File: src/rtl/nv_scan_chain_ctrl.sv
// Scan chain controller: serially loads a pattern into one mux-D scan chain,
// pulses a single capture cycle, then unloads the response into rsp_data.
module nv_scan_chain_ctrl #(
  parameter int CHAIN_LEN = 32,
  parameter int CNT_W     = $clog2(CHAIN_LEN)
) (
  input  logic                 nvdla_core_clk,
  input  logic                 nvdla_core_rstn,
  input  logic                 start,
  input  logic [CHAIN_LEN-1:0] pat_data,
  input  logic                 scan_out,
  output logic                 scan_en,
  output logic                 scan_in,
  output logic                 busy,
  output logic                 done,
  output logic [CHAIN_LEN-1:0] rsp_data
);

  localparam logic [2:0] ST_IDLE    = 3'd0;
  localparam logic [2:0] ST_SHIFT   = 3'd1;
  localparam logic [2:0] ST_CAPTURE = 3'd2;
  localparam logic [2:0] ST_UNLOAD  = 3'd3;
  localparam logic [2:0] ST_DONE    = 3'd4;

  localparam logic [CNT_W-1:0] CNT_LAST = CNT_W'(CHAIN_LEN - 1);
  localparam logic [CNT_W-1:0] CNT_ZERO = {CNT_W{1'b0}};
  localparam logic [CNT_W-1:0] CNT_ONE  = CNT_W'(1);

  logic [2:0]           state_r;
  logic [2:0]           state_s;
  logic [CNT_W-1:0]     cnt_r;
  logic [CNT_W-1:0]     cnt_s;
  logic [CHAIN_LEN-1:0] pat_r;
  logic [CHAIN_LEN-1:0] pat_s;
  logic                 scan_in_s;

  // Next-state, counter and pattern-latch logic
  always_comb begin
    state_s = state_r;
    cnt_s   = cnt_r;
    pat_s   = pat_r;
    case (state_r)
      ST_IDLE: begin
        if (start) begin
          state_s = ST_SHIFT;
          cnt_s   = CNT_ZERO;
          pat_s   = pat_data;
        end else begin
          state_s = ST_IDLE;
        end
      end
      ST_SHIFT: begin
        if (cnt_r == CNT_LAST) begin
          state_s = ST_CAPTURE;
          cnt_s   = CNT_ZERO;
        end else begin
          cnt_s   = cnt_r + CNT_ONE;
        end
      end
      ST_CAPTURE: begin
        state_s = ST_UNLOAD;
        cnt_s   = CNT_ZERO;
      end
      ST_UNLOAD: begin
        if (cnt_r == CNT_LAST) begin
          state_s = ST_DONE;
          cnt_s   = CNT_ZERO;
        end else begin
          cnt_s   = cnt_r + CNT_ONE;
        end
      end
      ST_DONE: begin
        state_s = ST_IDLE;
        cnt_s   = CNT_ZERO;
      end
      default: begin
        state_s = ST_IDLE;
        cnt_s   = CNT_ZERO;
      end
    endcase
  end

  // Tail-first serialisation: the first bit shifted in ends up in the tail flop
  always_comb begin
    if (state_s == ST_SHIFT) begin
      scan_in_s = pat_s[CNT_LAST - cnt_s];
    end else begin
      scan_in_s = 1'b0;
    end
  end

  // State, counter, pattern and registered chain-control outputs
  always_ff @(posedge nvdla_core_clk or negedge nvdla_core_rstn) begin
    if (!nvdla_core_rstn) begin
      state_r <= ST_IDLE;
      cnt_r   <= CNT_ZERO;
      pat_r   <= {CHAIN_LEN{1'b0}};
      scan_en <= 1'b0;
      scan_in <= 1'b0;
      busy    <= 1'b0;
      done    <= 1'b0;
    end else begin
      state_r <= state_s;
      cnt_r   <= cnt_s;
      pat_r   <= pat_s;
      scan_en <= (state_s == ST_SHIFT) || (state_s == ST_UNLOAD);
      scan_in <= scan_in_s;
      busy    <= (state_s != ST_IDLE);
      done    <= (state_s == ST_DONE);
    end
  end

  // Response capture: the tail emerges first, so fill from the top bit down
  always_ff @(posedge nvdla_core_clk or negedge nvdla_core_rstn) begin
    if (!nvdla_core_rstn) begin
      rsp_data <= {CHAIN_LEN{1'b0}};
    end else if (state_r == ST_UNLOAD) begin
      rsp_data[CNT_LAST - cnt_r] <= scan_out;
    end else begin
      rsp_data <= rsp_data;
    end
  end

endmodule

File: config.mk
export PLATFORM = sky130hd
export DESIGN_NAME = nv_scan_chain_ctrl
export DESIGN_NICKNAME = d
export VERILOG_FILES = /design/src/rtl/nv_scan_chain_ctrl.sv
export SDC_FILE = /design/constraint.sdc
export NUM_CORES = 1
export LEC_CHECK = 0
export ABC_AREA = 1
export CAP_MARGIN = 20
export CELL_PAD_IN_SITES_DETAIL_PLACEMENT = 1
export CELL_PAD_IN_SITES_GLOBAL_PLACEMENT = 2
export CORE_MARGIN = 5
export CORE_UTILIZATION = 33
export CTS_CLUSTER_SIZE = 30
export DETAILED_ROUTE_END_ITERATION = 10
export PLACE_DENSITY = 0.95
export SYNTH_ARGS = -nofsm -noshare
export SYNTH_HDL_FRONTEND = slang
export SYNTH_SLANG_ARGS = --single-unit
File: constraint.sdc
create_clock -name nvdla_core_clk -period 4.5 [get_ports nvdla_core_clk]
set_input_delay 0.9 -clock nvdla_core_clk [delete_from_list [all_inputs] [get_ports nvdla_core_clk]]
set_output_delay 0.9 -clock nvdla_core_clk [all_outputs]
set_load 0.005 [all_outputs]
==> summary.txt <==
Yosys
  • FFs w/ async S/R, synth: 100%
  • Mapped Area: 3510 sq um
  • Syn Nets: 439
  • EDFF count, synth: 0
  • Yosys top cell area share: 54.2%
  • Ys flop type: dfrtp_1
  • Yosys Warn Count: 0
  • Area leader, netlist: dfrtp_1
  • Yosys reg bits: 76
  • Synthesized instance count: 398
  • Mapped Avg Cell Area: 8.81 sq um
  • Register area share after synthesis: 54.2%
  • Synth unique cells: 29
  • Top post-synthesis cells by area: dfrtp_1 54%, nand2_1 11%, a31oi_1 5.7%

Floorplanning
  • Die ar.: 12800 sq um
  • Core ar.: 10400 sq um
  • Initial Utilization: 33.8%
  • Die Ht: 113 um
  • Die W: 113 um
  • Ports: 72
  • # rows: 37

GRT
  • Vias in the first global route: 3245
  • Met3 global-route usage: 2.25%
  • M2 GR Usage: 24.6%
  • Largest net degree at the start of global routing: 77
  • Total gr overflow: 0
  • First-pass GRT wire length: 16700 um
  • Total Routing Usage GR: 15.9%
  • Layer with the highest usage: met2
  • Grt met1 use: 22.9%
  • Initial antenna violation count: 0

Setup path
  • CP max stage delay: 1000 ps
  • CP arrival: 3440 ps
  • Reg2reg path depth: 16
  • CP Cell Sequence: clkdlybuf4s50_1 > nand3_4 > o21ai_0 > nand2_1 > nand3_1 > nand3_1 > nand3_1 > nand2_1 > nand2_1 > nand2_1 > nor2_1
  • Largest delay share family, worst path: simple AND/OR/NAND/NOR gates
  • Cell mode on critical path: nand2_1
  • Reg2reg end: scan_in
  • Critical Path RT: 4770 ps
  • Worst flop-to-flop path startpoint: cnt_r[0]
  • Slowest CP cell: clkdlybuf4s50_1
  • CP Class: in2reg
  • Levels on crit path: 11
  • Worst setup SP type: input port
  • Worst Path Max Fanout: 46
  • CP bufs+invs: 1
  • R2R Setup Slk: 1830 ps
  • Crit end category: flop

Flow run
  • Max-cap violations: 0

Routing
  • WL/cell: 16.1 um
  • Routed wire length: 9680 um
  • Vias: 3037
  • Starting DRT DRC Count: 136
  • DRC viols: 0
  • Via/cell ratio: 5.04
  • TritonRoute pass-1 iters: 4
  • Number of routed nets with antenna violations: 0

Power
  • Flop pwr share: 41.5%
  • Switching share of power: 37.1%
  • Pint: 1.35 mW
  • Worst IR Drop VDD: 172 uV
  • Overall power: 2.15 mW
  • Cell Pwr Density: 480 nW/um^2
  • Net Sw Power: 797 uW
  • P_leak: 2.03 nW
  • Clock power frac: 24.2%
  • Combinational group share of total power: 34.3%

Min path
  • HP Class: reg2reg
  • Hold Startpoint: pat_r[30]
  • Hold Path End: pat_r[30]
  • Hold Path Cell Cnt: 2

STA
  • Fmax: 0.316 GHz
  • Max-slew violation count: 0
  • Setup violators final: 0
  • RSZ-0062 raised after global routing: false
  • Final Hold Viols: 0
  • Rel. slew slack: 31.4%
  • Worst-margin pin slew: 1030 ps
  • Period utilization: 70.3%
  • Fin crit period: 3160 ps
  • Setup TNS: 0 ps
  • Clk_skew: 11.1 ps

Clocking
  • Hold-fix buffers at CTS: 0
  • TritonCTS clock tree: yes
  • H-tree depth: 3
  • Clk Latency, worst-skew pair: 350 ps
  • Clk sinks: 76
  • Clock-pin slew on the worst setup and hold paths: 70 ps
  • Clock buffer depth: 2
  • Post-CTS Resized: 0
  • Root Driver: clkbuf_8
  • Total CTS buffers: 9
  • Postcts setup bufs: 0

Placement
  • # port buffers: 71
  • Routability cong.: 0.788
  • Final HPWL DP: 6790 um

Final layout
  • Fill cells: 1244
  • Commonest non-fill, non-tap cells in the layout: 102 x nand2_1, 76 x dfrtp_1, 70 x clkdlybuf4s50_1
  • Synth-to-Final Area Change: 27.8%
  • Layout cell share with drive strength beyond 1: 5.57%
  • ANT cells: 0
  • Commonest non-fill, non-tap cell in the layout: nand2_1
  • Nets: 503

Outcome
  • Status: finished, final reports clean
sequential cells by signal, indices dropped and copies added, names as in the netlist:
signal    flops
state_r       3
scan_in       1
scan_en       1
done          1
rsp_data     32
pat_r        32
cnt_r         5
busy          1
layout make-up:
cell class,instances,area [sq um],share of cell area (%)
timing repair buffer,73,723,16.1
clock buffer,12,145,3.24
tap,136,170,3.80
inverter,31,116,2.60
sequential,76,1900,42.4
clock inverter,4,48.8,1.09
multi-input combinational,271,1380,30.7
worst register-to-register path, cell delays in order (launching register included):
cell	delay [ps]
dfrtp_1	450
ha_1	260
nand2_1	90
nor2_1	50
ha_1	240
nor2_1	260
nand2_1	120
inv_1	100
nand3b_1	80
o21ai_1	290
inv_1	180
nand3_1	130
nand3_1	90
nand2_1	70
nand2_1	50
nand2_1	60
nor2_1	40
synth_stat cells (all sizes together), types with 2 or more instances:
| master | instances |
|---|---|
| nand3 | 34 |
| buf | 15 |
| clkbuf | 5 |
| ha | 5 |
| dfrtp | 76 |
| o21a | 2 |
| a21oi | 33 |
| a31oi | 32 |
| nand2 | 104 |
| nand4 | 20 |
| nor2 | 12 |
| o21ai | 17 |
| inv | 31 |
| nor3 | 8 |
power by group through the flow:
stage	Sequential, mW	Clock [mW]	Combinational [mW]
detailed placement	0.904	0	0.744
global route	0.907	0.565	0.853
finish	0.892	0.521	0.739
global placement	0.900	0	0.723
CTS	0.893	0.532	0.749
floorplan	0.881	0	0.519
worst max-delay path by stage:
stage                   end  slack, ps      from
floorplan           scan_in       2390  cnt_r[0]
global placement    scan_in       1110     start
detailed placement  scan_in        970     start
CTS                 scan_in       1350     start
global route        scan_in       1010     start
finish              scan_in       1340     start
cell families after synthesis:
family | share of synthesized area [%]
AOI/OAI and AO/OA | 14.0
DFF | 54.2
xor gates and xnor gates | 0.250
buffers and inverters | 6.53
adders and majority gates | 1.78
and+or+nand+nor | 23.2
routing by layer:
layer	vias up	wire length [um]
met5	-	0
met4	0	155
met3	11	275
met2	44	4540
met1	1488	4710
li1	1494	-
metrics by stage:
stage	setup WS, ps	cells	utilization [%]	instance area [sq um]	hold slack, ps
2_1_floorplan	2390	398	-	3510	438
3_3_place_gp	1110	585	41.2	4270	453
3_5_place_dp	972	585	41.2	4270	460
4_1_cts	1350	601	43.1	4470	478
5_1_grt	1010	603	43.2	4480	505
6_report	1340	603	43.2	4480	474
(Power assumes the default switching activity.)
